===== config.mk =====
export PLATFORM = sky130hd
export DESIGN_NAME = duck_round_scheduler
export DESIGN_NICKNAME = d
export VERILOG_FILES = /design/src/rtl/game_pkg.sv /design/src/rtl/click_edge_detect.sv /design/src/rtl/duck_round_scheduler.sv
export SDC_FILE = /design/constraint.sdc
export NUM_CORES = 1
export LEC_CHECK = 0
export ABC_AREA = 1
export BUFFER_PORTS_ARGS = -buffer_cell sky130_fd_sc_hd__buf_2
export CAP_MARGIN = 20
export CORE_MARGIN = 2
export CORE_UTILIZATION = 50
export DETAILED_ROUTE_END_ITERATION = 8
export GPL_TIMING_DRIVEN = 0
export MAX_ROUTING_LAYER = met4
export PLACE_DENSITY = 0.74
export RECOVER_POWER = 25
export REMOVE_ABC_BUFFERS = 1
export SYNTH_ARGS = -nofsm -noshare
export SYNTH_HDL_FRONTEND = slang
export SYNTH_SLANG_ARGS = --single-unit

===== constraint.sdc =====
create_clock -name clk -period 1.8 [get_ports clk]
set_input_delay 0.09 -clock clk [delete_from_list [all_inputs] [get_ports clk]]
set_output_delay 0.09 -clock clk [all_outputs]
set_load 0.01 [all_outputs]

===== src/rtl/game_pkg.sv =====
// Shared types and defaults for the duck round scheduler.
// The optional feature is selected with the DUCK_SPEED_RAMP_EN macro.
package game_pkg;

  typedef enum logic [2:0] {
    IDLE,
    SPAWN,
    FLYING,
    HIT_PAUSE,
    ESCAPE,
    ROUND_CHECK,
    FINISHED
  } state_e;

  localparam int unsigned DUCKS_PER_ROUND_DEF    = 10;
  localparam int unsigned SHOTS_PER_DUCK_DEF     = 3;
  localparam int unsigned MIN_HITS_DEF           = 6;
  localparam int unsigned MAX_ROUNDS_DEF         = 15;
  localparam int unsigned FLY_TIMEOUT_FRAMES_DEF = 300;
  localparam int unsigned PAUSE_FRAMES_DEF       = 60;
  localparam int unsigned POINTS_PER_HIT_DEF     = 100;

  localparam int SCORE_W     = 16;
  localparam int FRAME_CNT_W = 9;

  // Flight timeout shrink per round when the speed ramp is built in.
  localparam int unsigned RAMP_STEP_FRAMES  = 16;
  localparam int unsigned RAMP_FLOOR_FRAMES = 120;

  // Score addition that sticks at all-ones instead of wrapping.
  function automatic logic [SCORE_W-1:0] sat_add(input logic [SCORE_W-1:0] a,
                                                 input logic [SCORE_W-1:0] b);
    logic [SCORE_W:0] sum;
    sum = {1'b0, a} + {1'b0, b};
    return sum[SCORE_W] ? '1 : sum[SCORE_W-1:0];
  endfunction

  // Flight timeout for a given round: base minus 16 frames per completed round, floored.
  function automatic logic [FRAME_CNT_W-1:0] ramp_timeout(input logic [FRAME_CNT_W-1:0] base,
                                                          input logic [7:0]             round);
    logic [15:0] shrink;
    logic [15:0] base_w;
    base_w = 16'(base);
    shrink = (round == 8'd0) ? 16'd0 : (16'(round) - 16'd1) * 16'(RAMP_STEP_FRAMES);
    if (base_w < shrink + 16'(RAMP_FLOOR_FRAMES)) begin
      return FRAME_CNT_W'(RAMP_FLOOR_FRAMES);
    end
    return FRAME_CNT_W'(base_w - shrink);
  endfunction

endpackage


===== src/rtl/click_edge_detect.sv =====
// One register stage on the mouse button level and a rising-edge pulse.
// The pulse is combinational; the consumer registers whatever it derives from it.
module click_edge_detect (
  input  logic clk,
  input  logic rst,
  input  logic level_in,
  output logic rise_pulse
);

  logic level_q;
  logic level_d;

  // Next value of the delayed button level.
  always_comb begin
    level_d = level_in;
  end

  // Delay register for edge detection.
  // NOTE: sequential state is updated with non-blocking assignments so every flop samples pre-edge values.
  always_ff @(posedge clk) begin
    if (rst) begin
      level_q <= 1'b0;
    end else begin
      level_q <= level_d;
    end
  end

  assign rise_pulse = level_in & ~level_q;

endmodule


===== src/rtl/duck_round_scheduler.sv =====
// Gameplay sequencer: spawns ducks, counts shots/hits/flight time, groups ducks
// into rounds and raises game_finished. Define DUCK_SPEED_RAMP_EN to add the
// duck_speed output and the per-round flight timeout shrink.
module duck_round_scheduler
  import game_pkg::*;
#(
  parameter int unsigned DUCKS_PER_ROUND    = DUCKS_PER_ROUND_DEF,
  parameter int unsigned SHOTS_PER_DUCK     = SHOTS_PER_DUCK_DEF,
  parameter int unsigned MIN_HITS           = MIN_HITS_DEF,
  parameter int unsigned MAX_ROUNDS         = MAX_ROUNDS_DEF,
  parameter int unsigned FLY_TIMEOUT_FRAMES = FLY_TIMEOUT_FRAMES_DEF,
  parameter int unsigned PAUSE_FRAMES       = PAUSE_FRAMES_DEF,
  parameter int unsigned POINTS_PER_HIT     = POINTS_PER_HIT_DEF
) (
  input  logic        clk,
  input  logic        rst,
  input  logic        game_enable,
  input  logic        frame_tick,
  input  logic        left_mouse,
  input  logic        duck_hit,
  output logic        shot_fire,
  output logic        duck_spawn,
  output logic        duck_active,
  output logic        duck_fly_away,
  output logic [1:0]  shots_left,
  output logic [3:0]  hits_in_round,
  output logic [7:0]  round_num,
  output logic [15:0] score,
  output logic        game_finished
`ifdef DUCK_SPEED_RAMP_EN
  ,
  output logic [3:0]  duck_speed
`endif
);

  localparam logic [3:0]             DUCKS_C    = 4'(DUCKS_PER_ROUND);
  localparam logic [1:0]             SHOTS_C    = 2'(SHOTS_PER_DUCK);
  localparam logic [3:0]             MIN_HITS_C = 4'(MIN_HITS);
  localparam logic [7:0]             MAX_RND_C  = 8'(MAX_ROUNDS);
  localparam logic [FRAME_CNT_W-1:0] FLY_C      = FRAME_CNT_W'(FLY_TIMEOUT_FRAMES);
  localparam logic [FRAME_CNT_W-1:0] PAUSE_C    = FRAME_CNT_W'(PAUSE_FRAMES);
  localparam logic [SCORE_W-1:0]     POINTS_C   = SCORE_W'(POINTS_PER_HIT);

  state_e                 state_q, state_d;
  logic [1:0]             shots_left_q, shots_left_d;
  logic [3:0]             hits_q, hits_d;
  logic [7:0]             round_q, round_d;
  logic [SCORE_W-1:0]     score_q, score_d;
  logic [3:0]             duck_cnt_q, duck_cnt_d;
  logic [FRAME_CNT_W-1:0] frame_cnt_q, frame_cnt_d;
  logic [FRAME_CNT_W-1:0] fly_limit;
  logic                   shot_fire_q, shot_fire_d;
  logic                   duck_spawn_q, duck_spawn_d;
  logic                   duck_active_q, duck_active_d;
  logic                   fly_away_q, fly_away_d;
  logic                   finished_q, finished_d;
  logic                   click_rise;
`ifdef DUCK_SPEED_RAMP_EN
  logic [3:0]             speed_q, speed_d;
`endif

  click_edge_detect u_click (
    .clk        (clk),
    .rst        (rst),
    .level_in   (left_mouse),
    .rise_pulse (click_rise)
  );

`ifdef DUCK_SPEED_RAMP_EN
  assign fly_limit = ramp_timeout(FLY_C, round_q);
`else
  assign fly_limit = FLY_C;
`endif

  // Next state and gameplay counters.
  // NOTE: every variable gets its hold value first so no path through the case infers a latch.
  always_comb begin
    state_d      = state_q;
    shots_left_d = shots_left_q;
    hits_d       = hits_q;
    round_d      = round_q;
    score_d      = score_q;
    duck_cnt_d   = duck_cnt_q;
    frame_cnt_d  = frame_cnt_q;
`ifdef DUCK_SPEED_RAMP_EN
    speed_d      = speed_q;
`endif

    case (state_q)
      IDLE: begin
        if (game_enable) begin
          state_d    = SPAWN;
          round_d    = 8'd1;
          score_d    = '0;
          hits_d     = '0;
          duck_cnt_d = '0;
`ifdef DUCK_SPEED_RAMP_EN
          speed_d    = 4'd1;
`endif
        end
      end

      SPAWN: begin
        state_d      = FLYING;
        shots_left_d = SHOTS_C;
        frame_cnt_d  = '0;
      end

      FLYING: begin
        if (shot_fire_q && shots_left_q != 2'd0) begin
          shots_left_d = shots_left_q - 2'd1;
        end
        // A hit wins over both escape causes, including a timeout on the same cycle.
        if (shot_fire_q && duck_hit) begin
          state_d     = HIT_PAUSE;
          hits_d      = hits_q + 4'd1;
          score_d     = sat_add(score_q, POINTS_C);
          frame_cnt_d = '0;
        end else if (shot_fire_q && shots_left_q == 2'd1) begin
          state_d     = ESCAPE;
          frame_cnt_d = '0;
        end else if (frame_tick) begin
          if (frame_cnt_q == fly_limit - 1'b1) begin
            state_d     = ESCAPE;
            frame_cnt_d = '0;
          end else begin
            frame_cnt_d = frame_cnt_q + 1'b1;
          end
        end
      end

      HIT_PAUSE, ESCAPE: begin
        if (frame_tick) begin
          if (frame_cnt_q == PAUSE_C - 1'b1) begin
            frame_cnt_d = '0;
            duck_cnt_d  = duck_cnt_q + 4'd1;
            state_d     = (duck_cnt_q + 4'd1 < DUCKS_C) ? SPAWN : ROUND_CHECK;
          end else begin
            frame_cnt_d = frame_cnt_q + 1'b1;
          end
        end
      end

      ROUND_CHECK: begin
        if (hits_q < MIN_HITS_C || round_q == MAX_RND_C) begin
          state_d = FINISHED;
        end else begin
          state_d    = SPAWN;
          round_d    = round_q + 8'd1;
          hits_d     = '0;
          duck_cnt_d = '0;
`ifdef DUCK_SPEED_RAMP_EN
          speed_d    = (speed_q == 4'd15) ? 4'd15 : speed_q + 4'd1;
`endif
        end
      end

      FINISHED: begin
        if (!game_enable) begin
          state_d = IDLE;
        end
      end

      default: state_d = IDLE;
    endcase

    // Dropping game_enable mid-game abandons it; FINISHED keeps its results for the game-over screen.
    if (!game_enable && state_q != IDLE && state_q != FINISHED) begin
      state_d      = IDLE;
      shots_left_d = '0;
      hits_d       = '0;
      round_d      = '0;
      score_d      = '0;
      duck_cnt_d   = '0;
      frame_cnt_d  = '0;
`ifdef DUCK_SPEED_RAMP_EN
      speed_d      = '0;
`endif
    end
  end

  // Registered output values, decoded from the state being entered.
  always_comb begin
    shot_fire_d   = click_rise && state_q == FLYING && shots_left_q != 2'd0 && game_enable;
    duck_spawn_d  = (state_d == SPAWN);
    duck_active_d = (state_d == FLYING);
    fly_away_d    = (state_d == ESCAPE);
    finished_d    = (state_d == FINISHED);
  end

  // State, counters and output registers.
  always_ff @(posedge clk) begin
    if (rst) begin
      state_q       <= IDLE;
      shots_left_q  <= '0;
      hits_q        <= '0;
      round_q       <= '0;
      score_q       <= '0;
      duck_cnt_q    <= '0;
      frame_cnt_q   <= '0;
      shot_fire_q   <= 1'b0;
      duck_spawn_q  <= 1'b0;
      duck_active_q <= 1'b0;
      fly_away_q    <= 1'b0;
      finished_q    <= 1'b0;
`ifdef DUCK_SPEED_RAMP_EN
      speed_q       <= '0;
`endif
    end else begin
      state_q       <= state_d;
      shots_left_q  <= shots_left_d;
      hits_q        <= hits_d;
      round_q       <= round_d;
      score_q       <= score_d;
      duck_cnt_q    <= duck_cnt_d;
      frame_cnt_q   <= frame_cnt_d;
      shot_fire_q   <= shot_fire_d;
      duck_spawn_q  <= duck_spawn_d;
      duck_active_q <= duck_active_d;
      fly_away_q    <= fly_away_d;
      finished_q    <= finished_d;
`ifdef DUCK_SPEED_RAMP_EN
      speed_q       <= speed_d;
`endif
    end
  end

  assign shot_fire     = shot_fire_q;
  assign duck_spawn    = duck_spawn_q;
  assign duck_active   = duck_active_q;
  assign duck_fly_away = fly_away_q;
  assign shots_left    = shots_left_q;
  assign hits_in_round = hits_q;
  assign round_num     = round_q;
  assign score         = score_q;
  assign game_finished = finished_q;
`ifdef DUCK_SPEED_RAMP_EN
  assign duck_speed    = speed_q;
`endif

endmodule


# Word level (Yosys, flattened, before mapping)
# Index checks and enable logic that the tools add are counted.
# Widths: inputs -> output; s select.
[totals]
regBits = 52
in_bits = 6
output_inout_bits = 35
wordCells = 107
[classes]
n_addsub = 6
n_lt_le_gt_ge = 2
eq_ne = 22
mux = 35
bitwise_logic = 2
n_reduce_logical = 27
[op_table]
columns = ["op", "n"]
rows = [
  ["$mux 9", 6],
  ["$mux 16", 3],
  ["$mux 3", 11],
  ["$pmux 16 s2", 1],
  ["$pmux 9 s3", 1],
  ["$pmux 4 s3", 2],
  ["$mux 4", 5],
  ["$pmux 3 s6", 1],
  ["$add 16x7->17 const B", 1],
  ["$mux 8", 2],
  ["$pmux 8 s2", 1],
  ["$eq 3x3->1 const B", 5],
  ["$ne 2x2->1 const B", 6],
  ["$reduce_bool 3->1", 4],
  ["$add 9x1->9 const B", 1],
  ["$eq 3x2->1 const B", 3],
  ["$eq 9x6->1 const B", 1],
  ["$eq 9x9->1 const B", 1],
  ["$reduce_and 3->1", 3],
  ["$add 4x1->4 const B", 2],
  ["$add 8x1->8 const B", 1],
  ["$eq 8x4->1 const B", 1],
  ["$logic_and 1x1->1", 8],
  ["$reduce_bool 2->1", 4],
  ["other kinds (18)", 20],
]

# Longest topological paths before layout
# Gate-level depths: netlist of the first run.
[logic_depth]
depth_word = 8
depth_mapped = 12
mapped_depth_nobuf = 12

# By module
# From an unflattened synthesis of the first run, not the netlist that was laid out.
[hier_totals]
hier_cells = 424
hier_area_um2 = 2849.0
[modules_own_cells]
columns = ["mod", "instances", "cells_each", "area_per_inst_um2"]
rows = [
  ["duck_round_scheduler", 1, 420, 2817.7],
  ["click_edge_detect", 1, 4, 31.3],
]

# Worst setup path after synthesis of the first run
# Ideal clock, no wire load.
[synth_path]
kind = "register -> register"
startpoint = "reg round_q[0] (netlist: round_num[0])"
endpoint = "reg duck_active_q (netlist: duck_active)"
arrival_time_ns = 1.619
path_slack_ns = 0.116
path_stages_with_launch = 10
path_cell_list = "dfxtp_1 ha_1 nand2_1 nor2_1 nand3_1 nand3_1 nand2_1 a21oi_1 nand4_1 nor2_1"
[synth_via]
elab_chain_len = 6
[synth_rtl]
columns = ["item", "line", "text"]
rows = [
  ["start, declared", "duck_round_scheduler.sv:47", "logic [7:0] round_q, round_d;"],
  ["start signal, assigned", "duck_round_scheduler.sv:213", "round_q <= round_d;"],
  ["$eq 8x4->1", "duck_round_scheduler.sv:145", "if (hits_q < MIN_HITS_C || round_q == MAX_RND_C) begin"],
  ["$logic_or 1x1->1", "duck_round_scheduler.sv:145", ""],
  ["$mux 3", "duck_round_scheduler.sv:145", ""],
  ["$pmux 3 s6", "duck_round_scheduler.sv:89", "case (state_q)"],
  ["$mux 3", "duck_round_scheduler.sv:168", "if (!game_enable && state_q != IDLE && state_q != FINISHED) begin"],
  ["$eq 3x2->1", "duck_round_scheduler.sv:186", "duck_active_d = (state_d == FLYING);"],
  ["end signal, assigned", "duck_round_scheduler.sv:219", "duck_active_q <= duck_active_d;"],
  ["end, declared", "duck_round_scheduler.sv:54", "logic duck_active_q, duck_active_d;"],
]
# Every way passes these cells.
# A chain may end at the register's enable or synchronous reset.

# Worst setup path after layout of the first run
[layout_path]
startpoint = "reg round_q[0] (netlist: round_num[0])"
endpoint = "reg fly_away_q (netlist: duck_fly_away)"
[layout_via]
elab_chain_len = 6
[layout_rtl]
columns = ["item", "line", "text"]
rows = [
  ["$eq 8x4->1", "duck_round_scheduler.sv:145", ""],
  ["$logic_or 1x1->1", "duck_round_scheduler.sv:145", ""],
  ["$mux 3", "duck_round_scheduler.sv:145", ""],
  ["$pmux 3 s6", "duck_round_scheduler.sv:89", ""],
  ["$mux 3", "duck_round_scheduler.sv:168", ""],
  ["$eq 3x3->1", "duck_round_scheduler.sv:187", "fly_away_d = (state_d == ESCAPE);"],
  ["end signal, assigned", "duck_round_scheduler.sv:220", "fly_away_q <= fly_away_d;"],
  ["end, declared", "duck_round_scheduler.sv:55", "logic fly_away_q, fly_away_d;"],
]
# Every way passes these cells.

==> results by group, run 1 <==
STA
  – Layout Skew: 0.00965 ns
  – Worst slew pin tran: ~0.35 ns
  – TNS Setup: 0 ns
  – Final setup fails: 0
  – Max Clk Rate: approximately 0.57 GHz
  – Final worst path period need: 1.74 ns
  – Period utilisation layout: 96.7%
  – Final Hold Fails: 0
  – Headroom to the max-slew limit: 76.8%
  – Max-slew violation count: 0

Worst hold path
  – Hold Crit Start: left_mouse
  – Hold path depth: 3
  – Classification of the worst-slack hold path: in -> reg

Routing
  – Routed Antenna Nets: 0
  – Wire per inst: 12.5 um
  – DR iter-0 viols: 143
  – Routed vias: 2887
  – Vias per cell: 5.16
  – Final wirelength: about 7000 um
  – First-pass detailed-route iteration total: 6
  – Residual DRC: 0

Pwr
  – Gate power share: between 15 and 20%
  – Total power: 2.23 mW
  – Clock share of power: 29.6%
  – Pwr Density: 654 mW/mm2
  – Leakage power: 1.54 nW
  – Switching power: between 0.6 and 0.7 mW
  – Worst IR drop on VDD: 0.433 mV
  – Sw Share: 30.5%
  – Seq pwr share: 53.0%
  – Int Pwr: ~1.5 mW

Critical path
  – Crit-path cells: ha_1, nand2_1, nor2_4, nand3_1, nand2_1, nand2_1, nand2_1, a21oi_1, nand2_1, nand3_1, nor2_1
  – CP max stage delay: around 0.36 ns
  – Cell mode on critical path: nand2_1
  – Slowest cell on the critical path: dfxtp_2
  – Reg2Reg Depth: 11
  – WP data required: 2.01 ns
  – Setup crit start kind: register
  – Crit path kind: reg -> reg
  – Arr. time, crit path: approximately 2 ns
  – CP Capture Point: duck_fly_away
  – R2R Path Start: round_num[0]
  – Start point of the critical path: round_num[0]
  – CP max FO: 5
  – Critical register-to-register path endpoint: duck_fly_away
  – Critical Path Sink Type: register
  – Reg2reg setup slack: 0.06 ns

Finish
  – Most common cell after layout, fill and taps aside: nand2_1
  – # diodes: 0
  – Highest-count cells in the layout ignoring fill and taps: nand2_1 (104), nand3_1 (48), inv_1 (46)
  – Final net count: 499
  – Fraction of layout cells with a size suffix above 1: 18.9%
  – Area grow syn2layout: 20.4%

Global route
  – Vias in the first global route: about 2500
  – Largest net degree at the start of global routing: 23
  – Initial antenna violation count: 0
  – Total GRT Usage: 23.0%
  – First-pass GRT wire length: 11200 um
  – Total congestion overflow: 0

Synth
  – Top cell type's share of synthesized area: 36.1%
  – Register bit total from synthesis: just over 50
  – Main area contributors after synthesis: dfxtp_1 (36%), nand2_1 (15%), nand3_1 (8.8%), nor2_1 (6.8%), inv_1 (6.2%)
  – Avg Inst Size Synth: between 6 and 7 um2
  – Area of the mapped netlist: 0.00283 mm2
  – Ys Warns: 0
  – Sequential area share after synthesis: 36.1%
  – Area leader, netlist: dfxtp_1
  – Yosys cell types: 35
  – Mapped Cells: roughly 430

Placement
  – Post-DP HPWL: 4980 um
  – # port buffers: 40
  – Gpl congestion: 0.838

Status
  – Outcome: completed

Die
  – Top Ports: 41
  – Initial Util: 51.7%
  – # rows: 27
  – Die ar.: 0.00627 mm2
  – Die Y: 79.2 um
  – Die X: slightly below 80 um
  – Core Region: about 0.0055 mm2

CTS
  – Clock-pin slew on the worst setup and hold paths: 0.10 ns
  – H-tree depth: 2
  – Clk buf depth: 2
  – Clock latency on the worst-skew pair: just over 0.3 ns
  – Total CTS buffers: 5
  – Root Buffer: clkbuf_8
  – # clock sinks: 51
  – TritonCTS clock tree: done

Flow run
  – Max-Cap Viols: 0
## logic make-up (layout without fill, tap and decap cells)
logic type,Yosys count,in the layout,synth area share [%]
AND/OR/NAND/NOR,245,246,38.5
AO/OA/AOI/OAI,61,61,12.0
buffers and inverters,64,117,8.76
flip-flops,51,51,36.1
adder cells (fa/ha/maj),7,7,3.10
XOR/XNOR,5,5,1.55
## power by group through the flow
stage	clock network [mW]	registers, mW	logic (mW)
after detailed placement	0	1.20	0.332
after floorplan	0	1.21	0.238
final	0.659	1.18	0.387
after global placement	0	1.20	0.324
after CTS	0.673	1.18	0.343
after global routing	0.719	1.18	0.435
## critical path, delay by kind of cell, from the launching register on
family / cells / cell delay (ns)
adder cells (fa/ha/maj): 1 / 0.23
AO/OA/AOI/OAI: 1 / 0.19
AND/OR/NAND/NOR: 9 / 0.85
flip-flops: 1 / 0.36
## timing repair
| item | in CTS | in global routing |
|---|---|---|
| hold endpoints to repair | 2 | 0 |
| hold buffers | 1 | 0 |
| endpoints found under the setup margin | 46 | 39 |
| cloned | 0 | 1 |
| buffers inserted | 1 | 9 |
| resized for setup | 11 | 35 |
| pin swaps | 1 | 9 |
## worst min-delay path by stage
stage,end
floorplan,state_q[0]
global placement,state_q[1]
detailed placement,state_q[0]
CTS,u_click.level_q
global route,u_click.level_q
finish,u_click.level_q
## final cells by class
type | instances | area (um2)
clock buffers | 6 | 72.6
clock inverters | 2 | 12.5
fillers | 545 | 2070
inverters | 58 | 223
multi-input cells | 319 | 1710
flip-flops and latches | 51 | 1030
well taps | 72 | 90.1
repair buffers | 51 | 264
## Yosys cell counts (all sizes together)
| master | instances |
|---|---|
| a21o | 1 |
| a21oi | 34 |
| a311oi | 1 |
| a31oi | 7 |
| and3 | 2 |
| buf | 5 |
| clkbuf | 1 |
| clkinv | 1 |
| dfxtp | 51 |
| ha | 7 |
| inv | 57 |
| nand2 | 117 |
| nand3 | 52 |
| nand3b | 2 |
| nand4 | 5 |
| nor2 | 55 |
| nor3 | 11 |
| o211ai | 1 |
| o21a | 1 |
| o21ai | 15 |
| o21bai | 1 |
| or2 | 1 |
| xnor2 | 1 |
| xor2 | 4 |
## sequential cells by signal, summed over array words and instances, names as in the netlist
register / cells
round_num: 8
duck_spawn: 1
game_finished: 1
shot_fire: 1
hits_in_round: 4
duck_cnt_q: 4
duck_fly_away: 1
shots_left: 2
score: 15
duck_active: 1
frame_cnt_q: 9
state_q: 3
u_click.level_q: 1
## through the flow
step,cells,setup slack (ns),hold WS (ns),area (um2),util [%]
2_1_floorplan,427,-0.0131,0.162,2800,-
3_3_place_gp,539,-0.665,0.300,3090,56.4
3_5_place_dp,539,-0.730,0.305,3090,56.4
4_1_cts,549,0.00891,0.00840,3220,58.9
5_1_grt,559,-0.0210,0.0169,3400,62.2
6_report,559,0.0595,0.00689,3400,62.2
## routing by layer
layer,global-route usage [%],vias up,share of wire (%)
met3,4.43,9,5.3
met4,7.76,0,1.1
li1,-,1511,-
met2,39.0,86,48
met5,-,-,0
met1,27.4,1281,45
Power figures use the tool's default switching activity.
==> inputs of run 2 (changes only) <==
--- a/config.mk
+++ b/config.mk
@@ -10,6 +10,7 @@
 export CAP_MARGIN = 20
 export CORE_MARGIN = 2
 export CORE_UTILIZATION = 50
+export CTS_BUF_LIST = sky130_fd_sc_hd__clkbuf_4
 export DETAILED_ROUTE_END_ITERATION = 8
 export GPL_TIMING_DRIVEN = 0
 export MAX_ROUTING_LAYER = met4
==> run 2 against run 1 <==
Total power down 5.8%. Non-clock buffer count rose by 2. Register-to-register slack improved by 0.02 ns. Via count decreased by 0.97%. Clock power decreased by 19%. Sequential share of layout area is 0.23 points higher. Largest cell class unchanged.
==> results by group, run 2 (synthesis results as in run 1) <==
Die
  – Top Ports: 41 (unchanged)
  – Die Y: 79.2 um (unchanged)
  – Core Region: 0.00547 mm2 (unchanged)
  – Initial Util: 51.7% (unchanged)
  – Die ar.: 0.00627 mm2 (unchanged)
  – # rows: 27 (unchanged)
  – Die X: 79.2 um (unchanged)

CTS
  – Clk buf depth: 2 (unchanged)
  – Clock-pin slew on the worst setup and hold paths: 0.14 ns (+0.04 ns)
  – Clock latency on the worst-skew pair: 0.37 ns (+0.06 ns)
  – TritonCTS clock tree: done
  – H-tree depth: 2 (unchanged)
  – Total CTS buffers: 5 (unchanged)
  – # clock sinks: 51 (unchanged)
  – Root Buffer: clkbuf_4

Finish
  – Highest-count cells in the layout ignoring fill and taps: nand2_1 (106), nand3_1 (48), inv_1 (46)
  – Area grow syn2layout: 19.8%
  – Design Area, Final: 0.00339 mm2 (-0.51%)
  – Final net count: 500 (+0.20%)
  – Max reg flops: 15 (unchanged)
  – # diodes: 0 (unchanged)
  – Fraction of layout cells with a size suffix above 1: 19.3% (+0.37 points)
  – Fill cells: 548 (+0.55%)
  – Finished Layout Cells: 560 (+0.18%)
  – Most common cell after layout, fill and taps aside: nand2_1

Placement
  – Gpl congestion: 0.838 (unchanged)
  – Post-DP HPWL: 4980 um (unchanged)
  – DP Area: 0.00309 mm2 (unchanged)
  – Placed Cells incl. Taps: 539 (unchanged)
  – # port buffers: 40 (unchanged)

Global route
  – Total GRT Usage: 22.9% (-0.074 points)
  – Vias in the first global route: 2531 (+0.079%)
  – First-pass GRT wire length: 11200 um (+0.19%)
  – Total congestion overflow: 0 (unchanged)
  – Largest net degree at the start of global routing: 23 (unchanged)
  – Initial antenna violation count: 0 (unchanged)

Routing
  – Residual DRC: 0 (unchanged)
  – First-pass detailed-route iteration total: 4 (-2)
  – DR iter-0 viols: 159 (+11%)
  – Vias per cell: 5.11 (-1.1%)
  – Wire per inst: 12.2 um (-2.4%)
  – Routed vias: 2859 (-0.97%)
  – Final wirelength: 6830 um (-2.2%)
  – Routed Antenna Nets: 0 (unchanged)

Pwr
  – Sw Share: 31.3% (+0.73 points)
  – Leakage power: 1.55 nW (+0.61%)
  – Worst IR drop on VDD: 0.383 mV (-12%)
  – Pwr Density: 619 mW/mm2 (-5.3%)
  – Seq pwr share: 56.3% (+3.3 points)
  – Int Pwr: 1.44 mW (-6.8%)
  – Clock share of power: 25.5% (-4.1 points)
  – Gate power share: 18.2% (+0.8 points)
  – Switching power: 0.656 mW (-3.5%)

STA
  – Final setup fails: 0 (unchanged)
  – Final Hold Fails: 0 (unchanged)
  – Final worst path period need: 1.72 ns (-0.0248 ns)
  – Worst slew pin tran: 0.352 ns (+0.00566 ns)
  – RSZ-0062 raised after global routing: true
  – Hold WS: 0.221 ns (+0.214 ns)
  – Max Clk Rate: 0.583 GHz (+1.4%)
  – Max-slew violation count: 0 (unchanged)
  – Period utilisation layout: 95.3% (-1.4 points)
  – Headroom to the max-slew limit: 76.4% (-0.38 points)
  – TNS Setup: 0 ns (unchanged)
  – Layout Skew: 0.0114 ns (+0.00173 ns)

Status
  – Outcome: completed

Critical path
  – CP max FO: 10 (+5)
  – Crit path kind: reg -> reg
  – Setup crit start kind: register
  – WP data required: 2.11 ns (+0.10 ns)
  – Critical Path Sink Type: register
  – Arr. time, crit path: 2.03 ns (+0.08 ns)

Flow run
  – Max-Cap Viols: 0 (unchanged)

Worst hold path
  – Classification of the worst-slack hold path: in -> reg
-- run 2: cell count changes in the layout (fill, tap and decap cells not counted), sizes merged --
cell / previous run / this run
clkbuf: 23 / 22
dlygate4sd3: 1 / 2
buf: 33 / 35
nand2: 118 / 117
-- run 2: layout make-up --
class	instances	area, um2	area share [%]
Clock buffer	6	45.0	1.33
Multi-Input combinational cell	318	1700	50.2
Timing Repair Buffer	53	283	8.35
Inverter	58	220	6.50
Tap cell	72	90.1	2.66
Sequential cell	51	1040	30.6
Clock inverter	2	12.5	0.369
-- run 2: final timing paths --
| path | from | to | slack [ns] | cells after the start |
|---|---|---|---|---|
| hold reg to reg | round_num[0] | round_num[0] | 0.48 | 1 |
| setup / recovery | state_q[0] | frame_cnt_q[3] | 0.08 | 11 |
| setup reg to reg | state_q[0] | frame_cnt_q[3] | 0.08 | 11 |
| hold / removal | game_enable | duck_spawn | 0.22 | 6 |
-- run 2: worst max-delay path: stages (launching register included) --
cell	delay [ns]
dfxtp_2	0.38
inv_2	0.11
nand2_1	0.10
o21ai_4	0.31
nand2_2	0.13
nand2_4	0.12
nor2_8	0.07
nand2_2	0.08
nand2_1	0.12
inv_2	0.09
nand2_1	0.05
nor2_1	0.09
-- run 2: power groups by stage --
stage	Sequential (mW)	Clock [mW]	Combinational, mW
4_1_cts	1.18	0.553	0.345
3_5_place_dp	1.20	0	0.332
5_1_grt	1.18	0.596	0.431
3_3_place_gp	1.20	0	0.324
2_1_floorplan	1.21	0	0.238
6_report	1.18	0.536	0.381
-- run 2: repair_timing --
item                       4_1_cts  5_1_grt
setup endpoints to repair       47       44
resized for setup               11       37
buffers inserted                 1       10
hold buffers                     2        0
gates cloned                     0        0
pin swaps                        1        8
hold endpoints to repair         3        0
-- run 2: metal layers --
metal  vias up  global-route usage [%]  part of all wire, %
li1       1509                       -                    -
met1      1276                    27.9                   46
met2        69                    38.8                   49
met3         5                    4.09                  4.7
met4         0                    6.90                  1.0
met5         -                       -                    0
-- run 2: per-stage QoR --
step | total power, mW | utilization (%) | setup slack [ns]
6_report | 2.10 | 61.9 | 0.0843
5_1_grt | 2.21 | 61.9 | -0.0614
4_1_cts | 2.08 | 58.6 | -0.0154
3_5_place_dp | 1.54 | 56.4 | -0.730
3_3_place_gp | 1.53 | 56.4 | -0.665
2_1_floorplan | 1.44 | - | -0.0131
